### config.mk
export PLATFORM = sky130hd
export DESIGN_NAME = change_dispenser_flat
export DESIGN_NICKNAME = d
export VERILOG_FILES = /design/src/rtl/change_dispenser_if.sv /design/src/rtl/change_dispenser.sv /design/src/flat_wrapper.sv
export SDC_FILE = /design/constraint.sdc
export NUM_CORES = 1
export LEC_CHECK = 0
export CORE_MARGIN = 3
export CORE_UTILIZATION = 48
export CTS_BUF_LIST = sky130_fd_sc_hd__clkbuf_2 sky130_fd_sc_hd__clkbuf_4 sky130_fd_sc_hd__clkbuf_8
export DETAILED_ROUTE_END_ITERATION = 6
export GPL_TIMING_DRIVEN = 0
export PLACE_DENSITY = 0.82
export SYNTH_ARGS = -nofsm -noshare
export SYNTH_HDL_FRONTEND = slang
export SYNTH_SLANG_ARGS = --single-unit
### constraint.sdc
create_clock -name clk -period 1.65 [get_ports clk]
set_clock_uncertainty 0.05 [all_clocks]
set_input_delay 0.33 -clock clk [delete_from_list [all_inputs] [get_ports clk]]
set_output_delay 0.33 -clock clk [all_outputs]
set_load 0.02 [all_outputs]
### src/rtl/change_dispenser_if.sv
// change_dispenser_if: groups every non-clock, non-reset signal of
// change_dispenser into one bundle.
//   master modport: the side that drives give/product/change and the
//                   actuator acks, clear and refill (vending_mach side or bench).
//   slave modport : the dispenser itself.
//   Request side : give, product[1:0], change[4:0], clear, refill
//   Actuator side: product_release, product_sel[1:0], coin10_eject,
//                  coin5_eject, eject_ack
//   Status       : busy, done, error, overrun, shortfall[4:0],
//                  coin10_stock, coin5_stock
//                  paid_total[9:0] only when DISPENSE_COUNT_EN is defined.
interface change_dispenser_if #(
  parameter int STOCK_W = 5
);
  logic               give;
  logic [1:0]         product;
  logic [4:0]         change;
  logic               eject_ack;
  logic               clear;
  logic               refill;
  logic               product_release;
  logic [1:0]         product_sel;
  logic               coin10_eject;
  logic               coin5_eject;
  logic               busy;
  logic               done;
  logic               error;
  logic               overrun;
  logic [4:0]         shortfall;
  logic [STOCK_W-1:0] coin10_stock;
  logic [STOCK_W-1:0] coin5_stock;
`ifdef DISPENSE_COUNT_EN
  logic [9:0]         paid_total;
`endif

  modport master (
    output give, product, change, eject_ack, clear, refill,
    input  product_release, product_sel, coin10_eject, coin5_eject,
    input  busy, done, error, overrun, shortfall, coin10_stock, coin5_stock
`ifdef DISPENSE_COUNT_EN
    , input paid_total
`endif
  );

  modport slave (
    input  give, product, change, eject_ack, clear, refill,
    output product_release, product_sel, coin10_eject, coin5_eject,
    output busy, done, error, overrun, shortfall, coin10_stock, coin5_stock
`ifdef DISPENSE_COUNT_EN
    , output paid_total
`endif
  );
endinterface

### src/rtl/change_dispenser.sv
// change_dispenser: downstream of vending_mach. On a give strobe it releases
// the selected product, then pays the change greedily as 10 Rs and 5 Rs
// coins, one actuator handshake at a time, tracking coin-tube stock.
// Unpayable residue or a missing ack parks the block in FAULT until clear.
//   clk   : system clock
//   reset : synchronous, active-high
//   bus   : change_dispenser_if.slave (request, actuator and status signals)
// Optional build macro DISPENSE_COUNT_EN adds bus.paid_total, a saturating
// count of rupees paid out (unaffected by refill and clear).
module change_dispenser #(
  parameter int COIN10_INIT = 8,
  parameter int COIN5_INIT  = 8,
  parameter int STOCK_W     = 5,
  parameter int ACK_TIMEOUT = 15
) (
  input logic               clk,
  input logic               reset,
  change_dispenser_if.slave bus
);
  localparam int WAIT_W = $clog2(ACK_TIMEOUT + 1);
  localparam logic [WAIT_W-1:0]  WAIT_LAST = WAIT_W'(ACK_TIMEOUT - 1);
  localparam logic [STOCK_W-1:0] C10_INIT  = STOCK_W'(COIN10_INIT);
  localparam logic [STOCK_W-1:0] C5_INIT   = STOCK_W'(COIN5_INIT);
  localparam logic [STOCK_W-1:0] ONE       = STOCK_W'(1);

  typedef enum logic [2:0] {
    S_IDLE, S_RELEASE, S_DECIDE, S_EJ10, S_EJ5, S_DONE, S_FAULT
  } state_e;

  state_e             state_q, state_d;
  logic [4:0]         remaining_q, remaining_d;
  logic [WAIT_W-1:0]  wait_q, wait_d;
  logic [1:0]         sel_q, sel_d;
  logic [STOCK_W-1:0] c10_q, c10_d;
  logic [STOCK_W-1:0] c5_q, c5_d;
  logic [4:0]         short_q, short_d;
  logic               overrun_q, overrun_d;
`ifdef DISPENSE_COUNT_EN
  logic [9:0]         paid_q, paid_d;
  logic [10:0]        paid_sum;
`endif

  // State register.
  // NOTE: reset is sampled on the clock edge (synchronous); all state uses
  // non-blocking assignments so every register updates from pre-edge values.
  always_ff @(posedge clk) begin
    if (reset) begin
      state_q     <= S_IDLE;
      remaining_q <= '0;
      wait_q      <= '0;
      sel_q       <= 2'b00;
      c10_q       <= C10_INIT;
      c5_q        <= C5_INIT;
      short_q     <= '0;
      overrun_q   <= 1'b0;
`ifdef DISPENSE_COUNT_EN
      paid_q      <= '0;
`endif
    end else begin
      state_q     <= state_d;
      remaining_q <= remaining_d;
      wait_q      <= wait_d;
      sel_q       <= sel_d;
      c10_q       <= c10_d;
      c5_q        <= c5_d;
      short_q     <= short_d;
      overrun_q   <= overrun_d;
`ifdef DISPENSE_COUNT_EN
      paid_q      <= paid_d;
`endif
    end
  end

  // Next-state and datapath.
  // NOTE: every _d gets a hold default first so no path infers a latch.
  always_comb begin
    state_d     = state_q;
    remaining_d = remaining_q;
    wait_d      = wait_q;
    sel_d       = sel_q;
    c10_d       = c10_q;
    c5_d        = c5_q;
    short_d     = short_q;
    overrun_d   = overrun_q;

    // clear outranks a simultaneous give, so a dropped give never re-arms it.
    if (bus.clear)                         overrun_d = 1'b0;
    else if (bus.give && state_q != S_IDLE) overrun_d = 1'b1;

    case (state_q)
      S_IDLE: begin
        wait_d = '0;
        if (bus.refill) begin
          c10_d = C10_INIT;
          c5_d  = C5_INIT;
        end
        if (bus.give) begin
          sel_d       = bus.product;
          remaining_d = bus.change;
          state_d     = (bus.product != 2'b00) ? S_RELEASE : S_DECIDE;
        end
      end
      S_RELEASE, S_EJ10, S_EJ5: begin
        if (bus.eject_ack) begin
          state_d = S_DECIDE;
          if (state_q == S_EJ10) begin
            remaining_d = remaining_q - 5'd10;
            c10_d       = c10_q - ONE;
          end else if (state_q == S_EJ5) begin
            remaining_d = remaining_q - 5'd5;
            c5_d        = c5_q - ONE;
          end
        end else if (wait_q == WAIT_LAST) begin
          state_d = S_FAULT;
          short_d = remaining_q;
        end else begin
          wait_d = wait_q + WAIT_W'(1);
        end
      end
      S_DECIDE: begin
        // Entering any wait state from here starts its ack timer at zero.
        wait_d = '0;
        if (remaining_q == 5'd0)                       state_d = S_DONE;
        else if (remaining_q >= 5'd10 && c10_q != '0)  state_d = S_EJ10;
        else if (remaining_q >= 5'd5 && c5_q != '0)    state_d = S_EJ5;
        else begin
          state_d = S_FAULT;
          short_d = remaining_q;
        end
      end
      S_DONE:  state_d = S_IDLE;
      S_FAULT: begin
        if (bus.clear) begin
          state_d = S_IDLE;
          short_d = '0;
        end
      end
      default: state_d = S_IDLE;
    endcase
  end

`ifdef DISPENSE_COUNT_EN
  // Saturating payout total: overflow bit of the 11-bit sum pins it at 1023.
  always_comb begin
    paid_sum = {1'b0, paid_q};
    if (bus.eject_ack && state_q == S_EJ10)     paid_sum = paid_sum + 11'd10;
    else if (bus.eject_ack && state_q == S_EJ5) paid_sum = paid_sum + 11'd5;
    paid_d = paid_sum[10] ? 10'h3FF : paid_sum[9:0];
  end
`endif

  // Outputs: requests are decoded from state, so they fall the cycle after ack.
  always_comb begin
    bus.product_release = (state_q == S_RELEASE);
    bus.coin10_eject    = (state_q == S_EJ10);
    bus.coin5_eject     = (state_q == S_EJ5);
    bus.busy            = (state_q != S_IDLE);
    bus.done            = (state_q == S_DONE);
    bus.error           = (state_q == S_FAULT);
    bus.product_sel     = sel_q;
    bus.overrun         = overrun_q;
    bus.shortfall       = short_q;
    bus.coin10_stock    = c10_q;
    bus.coin5_stock     = c5_q;
`ifdef DISPENSE_COUNT_EN
    bus.paid_total      = paid_q;
`endif
  end
endmodule

### src/flat_wrapper.sv
// flat-port wrapper written by rule: the top's interface ports become plain ports
module change_dispenser_flat 
#(
  parameter int COIN10_INIT = 8,
  parameter int COIN5_INIT  = 8,
  parameter int STOCK_W     = 5,
  parameter int ACK_TIMEOUT = 15
)
  (clk, reset, bus_give, bus_product, bus_change, bus_eject_ack, bus_clear, bus_refill, bus_product_release, bus_product_sel, bus_coin10_eject, bus_coin5_eject, bus_busy, bus_done, bus_error, bus_overrun, bus_shortfall, bus_coin10_stock, bus_coin5_stock);
  change_dispenser_if #(.STOCK_W(STOCK_W)) bus_i ();
  input logic clk;
  input logic reset;
  input wire logic [$bits(bus_i.give)-1:0] bus_give;
  input wire logic [$bits(bus_i.product)-1:0] bus_product;
  input wire logic [$bits(bus_i.change)-1:0] bus_change;
  input wire logic [$bits(bus_i.eject_ack)-1:0] bus_eject_ack;
  input wire logic [$bits(bus_i.clear)-1:0] bus_clear;
  input wire logic [$bits(bus_i.refill)-1:0] bus_refill;
  output wire logic [$bits(bus_i.product_release)-1:0] bus_product_release;
  output wire logic [$bits(bus_i.product_sel)-1:0] bus_product_sel;
  output wire logic [$bits(bus_i.coin10_eject)-1:0] bus_coin10_eject;
  output wire logic [$bits(bus_i.coin5_eject)-1:0] bus_coin5_eject;
  output wire logic [$bits(bus_i.busy)-1:0] bus_busy;
  output wire logic [$bits(bus_i.done)-1:0] bus_done;
  output wire logic [$bits(bus_i.error)-1:0] bus_error;
  output wire logic [$bits(bus_i.overrun)-1:0] bus_overrun;
  output wire logic [$bits(bus_i.shortfall)-1:0] bus_shortfall;
  output wire logic [$bits(bus_i.coin10_stock)-1:0] bus_coin10_stock;
  output wire logic [$bits(bus_i.coin5_stock)-1:0] bus_coin5_stock;
  assign bus_i.give = bus_give;
  assign bus_i.product = bus_product;
  assign bus_i.change = bus_change;
  assign bus_i.eject_ack = bus_eject_ack;
  assign bus_i.clear = bus_clear;
  assign bus_i.refill = bus_refill;
  assign bus_product_release = bus_i.product_release;
  assign bus_product_sel = bus_i.product_sel;
  assign bus_coin10_eject = bus_i.coin10_eject;
  assign bus_coin5_eject = bus_i.coin5_eject;
  assign bus_busy = bus_i.busy;
  assign bus_done = bus_i.done;
  assign bus_error = bus_i.error;
  assign bus_overrun = bus_i.overrun;
  assign bus_shortfall = bus_i.shortfall;
  assign bus_coin10_stock = bus_i.coin10_stock;
  assign bus_coin5_stock = bus_i.coin5_stock;
  change_dispenser #(.COIN10_INIT(COIN10_INIT), .COIN5_INIT(COIN5_INIT), .STOCK_W(STOCK_W), .ACK_TIMEOUT(ACK_TIMEOUT)) u_core (.clk(clk), .reset(reset), .bus(bus_i));
endmodule
==> results.sh <==
export IMPL_outcome="complete, but fails checks"
export IMPL_violations="negative setup slack"
export IMPL_cts_num_sinks=30
export IMPL_crit_required_ps=1810
export IMPL_hold_path_class="flop to flop"
export IMPL_p_per_area_nw_per_um2=1791
export IMPL_postCtsHoldBufs=0
export IMPL_syn_num_nets=248
export IMPL_start_util=0.5281
export IMPL_fin_nets=303
export IMPL_setup_viol=12
export IMPL_wirelength_um=5547
export IMPL_n_antenna_cell=0
export IMPL_vias=1840
export IMPL_fin_ws_ps=-89.33
export IMPL_synthesis_area_um2=1859
export IMPL_wl_per_cell_um=17.17
export IMPL_path_class="flop to flop"
export IMPL_layout_drive_gt1_share=0.3177
export IMPL_grt_pass1_wl_um=8045
export IMPL_async_reset_ff_frac=0
export IMPL_post_route_period_util=1.054
export IMPL_path_clk_slew_ps=70
export IMPL_grt_pass1_vias=1735
export IMPL_area_growth_pct=45.83
export IMPL_drt_iter0_drc=105
export IMPL_worst_setup_path_end_kind="flop"
export IMPL_gr_usage_all_layers=0.2340
export IMPL_io_pins=37
export IMPL_rows=21
export IMPL_grt_overflow=0
export IMPL_drc=0
export IMPL_path_max_fanout=6
export IMPL_synth_edff_count=0
export IMPL_drv_cap=0
export IMPL_synth_seq_area_share=0.3230
export IMPL_arrival_ps=1900
export IMPL_hpwl_um=3107
export IMPL_htreeDepth=2
export IMPL_clk_path_buf_depth=2
export IMPL_yosysWarnings=0
export IMPL_dp_slack_ps=-649.4
export IMPL_antenna_found_initial=0
export IMPL_peakVddDrop_mv=1.017
export IMPL_design_die_area_um2=4656
export IMPL_synth_cells=222
export IMPL_die_w_um=68.24
export IMPL_worstSkewPairLatency_ps=290
export IMPL_first_pass_iters=4
export IMPL_cts_tree="built"
export IMPL_p_leak_nw=1.182
export IMPL_grt_max_degree=11
export IMPL_antenna_left=0
export IMPL_cts_buffers=5
export IMPL_power_mw=4.856
export IMPL_ys_ff_latch=30
export IMPL_hold_viol=0
export IMPL_critPathLaunchType="flop"
export IMPL_period_needed_ps=1739
export IMPL_gp_congestion=0.8884
export IMPL_synth_distinct_cells=47
export IMPL_io_buffers=35
export IMPL_syn_area_per_cell_um2=8.375
export IMPL_worst_pin_slew_ps=512.1
export IMPL_ys_flop_type="dfxtp_1"
export IMPL_fp_dieH_um=68.24
export IMPL_fmax_mhz=574.9
export IMPL_clock_root_buffer="clkbuf_8"
export IMPL_slew_violations=0
export IMPL_slew_headroom=0.6586
export IMPL_rsz0062_at_grt="true"
export IMPL_viasPerCell=5.697
export IMPL_core_area_um2=3521
registers in the layout (all words and copies together) (netlist names):
register,cells
u_core.bus.coin10_stock,5
u_core.bus.coin5_stock,5
u_core.bus.overrun,1
u_core.bus.product_sel,2
u_core.bus.shortfall,5
u_core.remaining_q,5
u_core.state_q,3
u_core.wait_q,4
routing by layer:
layer | global-route usage | wire [um] | vias up
met3 | 0.08046 | 408 | 17
met1 | 0.3092 | 2313 | 865
li1 | - | - | 872
met5 | 0 | 0 | -
met2 | 0.3466 | 2663 | 86
met4 | 0.09429 | 161 | 0
cells in the final DEF (no fill, tap or decap), drive strengths merged, types with 4 or more instances in the layout:
| cell | count |
|---|---|
| mux2i | 11 |
| dlygate4sd2 | 10 |
| nand2 | 17 |
| nor3 | 6 |
| dfxtp | 30 |
| o21ai | 8 |
| clkdlybuf4s50 | 15 |
| clkbuf | 11 |
| ha | 13 |
| xor2 | 6 |
| a21oi | 14 |
| a211oi | 7 |
| xnor2 | 5 |
| buf | 26 |
| dlymetal6s2s | 4 |
| inv | 14 |
| nor2 | 30 |
| nor4b | 4 |
| nand2b | 9 |
| and3 | 4 |
cell type report:
type	count	area [um^2]
Timing Repair Buffer	52	475.5
Multi-Input combinational cell	167	1360
Sequential cell	30	625.6
Fill cell	228	809.5
Buffer	7	56.30
Inverter	14	52.55
Tap cell	46	57.56
Clock buffer	7	83.83
synth_stat cells, types with 2 or more instances:
cell type / n / area (um^2)
nand2b_1: 9 / 56.30
o21ai_0: 7 / 35.03
nand3_1: 3 / 15.01
ha_1: 13 / 162.7
dfxtp_1: 30 / 600.6
nor2_1: 29 / 108.9
or3_1: 2 / 12.51
mux2i_1: 11 / 110.1
a211oi_1: 6 / 45.04
clkbuf_1: 7 / 26.28
nor4b_1: 4 / 35.03
and3_1: 4 / 25.02
a31oi_1: 3 / 18.77
a21oi_1: 14 / 70.07
nor3_2: 2 / 20.02
buf_6: 3 / 33.78
nand2_1: 17 / 63.81
nor3_1: 4 / 20.02
inv_1: 14 / 52.55
xnor2_1: 5 / 43.79
o22ai_1: 2 / 12.51
xor2_1: 6 / 52.55
nand3b_1: 3 / 22.52
critical path: stages (launching register included):
cell and delay (ps):
dfxtp_4 380, inv_2 80, ha_1 220, nand2b_4 150
a31oi_4 270, o21ai_4 100, o2111ai_4 160, mux2i_1 240
stage by stage:
| stage | hold WS [ps] | utilization | instances | TNS (ps) | instance area (um^2) |
|---|---|---|---|---|---|
| 6_report | 429.3 | 0.7701 | 323 | -626.2 | 2711 |
| 3_5_place_dp | 417.0 | 0.6450 | 303 | -10290 | 2271 |
| 5_1_grt | 453.4 | 0.7701 | 323 | -1692 | 2711 |
| 4_1_cts | 433.2 | 0.7232 | 317 | -555.3 | 2546 |
| 2_1_floorplan | 359.3 | - | 222 | -105.6 | 1863 |
| 3_3_place_gp | 413.7 | 0.6450 | 303 | -9500 | 2271 |
report_power, final:
group	total, mW	internal (mW)	leakage, nW	switching, mW
clock network	0.598	0.323	0.0452	0.276
registers	1.24	0.947	0.250	0.291
logic	3.02	1.39	0.887	1.63
repair_timing:
| action | CTS | global route |
|---|---|---|
| endpoints found under the setup margin | 39 | 33 |
| buffers inserted | 8 | 8 |
| cloned | 1 | 0 |
| resized for setup | 85 | 32 |
| pin swaps | 9 | 12 |
cell families (layout without fill, tap and decap cells):
kind of cell | count (synthesis) | in the layout | share of synthesized area
AOI/OAI and AO/OA | 43 | 43 | 0.1608
xor gates and xnor gates | 11 | 11 | 0.05182
adders and majority gates | 13 | 13 | 0.08749
buffers and inverters | 25 | 80 | 0.06326
DFF | 30 | 30 | 0.3230
muxes | 11 | 11 | 0.05922
and+or+nand+nor | 89 | 89 | 0.2544
worst paths after layout:
check / startpoint / endpoint / slack (ps) / depth (start not counted)
setup / recovery: u_core.remaining_q[1] / u_core.bus.shortfall[3] / -90 / 7
hold / removal: u_core.bus.shortfall[1] / u_core.bus.shortfall[1] / 430 / 2
setup reg to reg: u_core.remaining_q[1] / u_core.bus.shortfall[3] / -90 / 7
hold reg to reg: u_core.bus.shortfall[1] / u_core.bus.shortfall[1] / 430 / 2
Note: power is estimated with default switching activity, not from simulation.
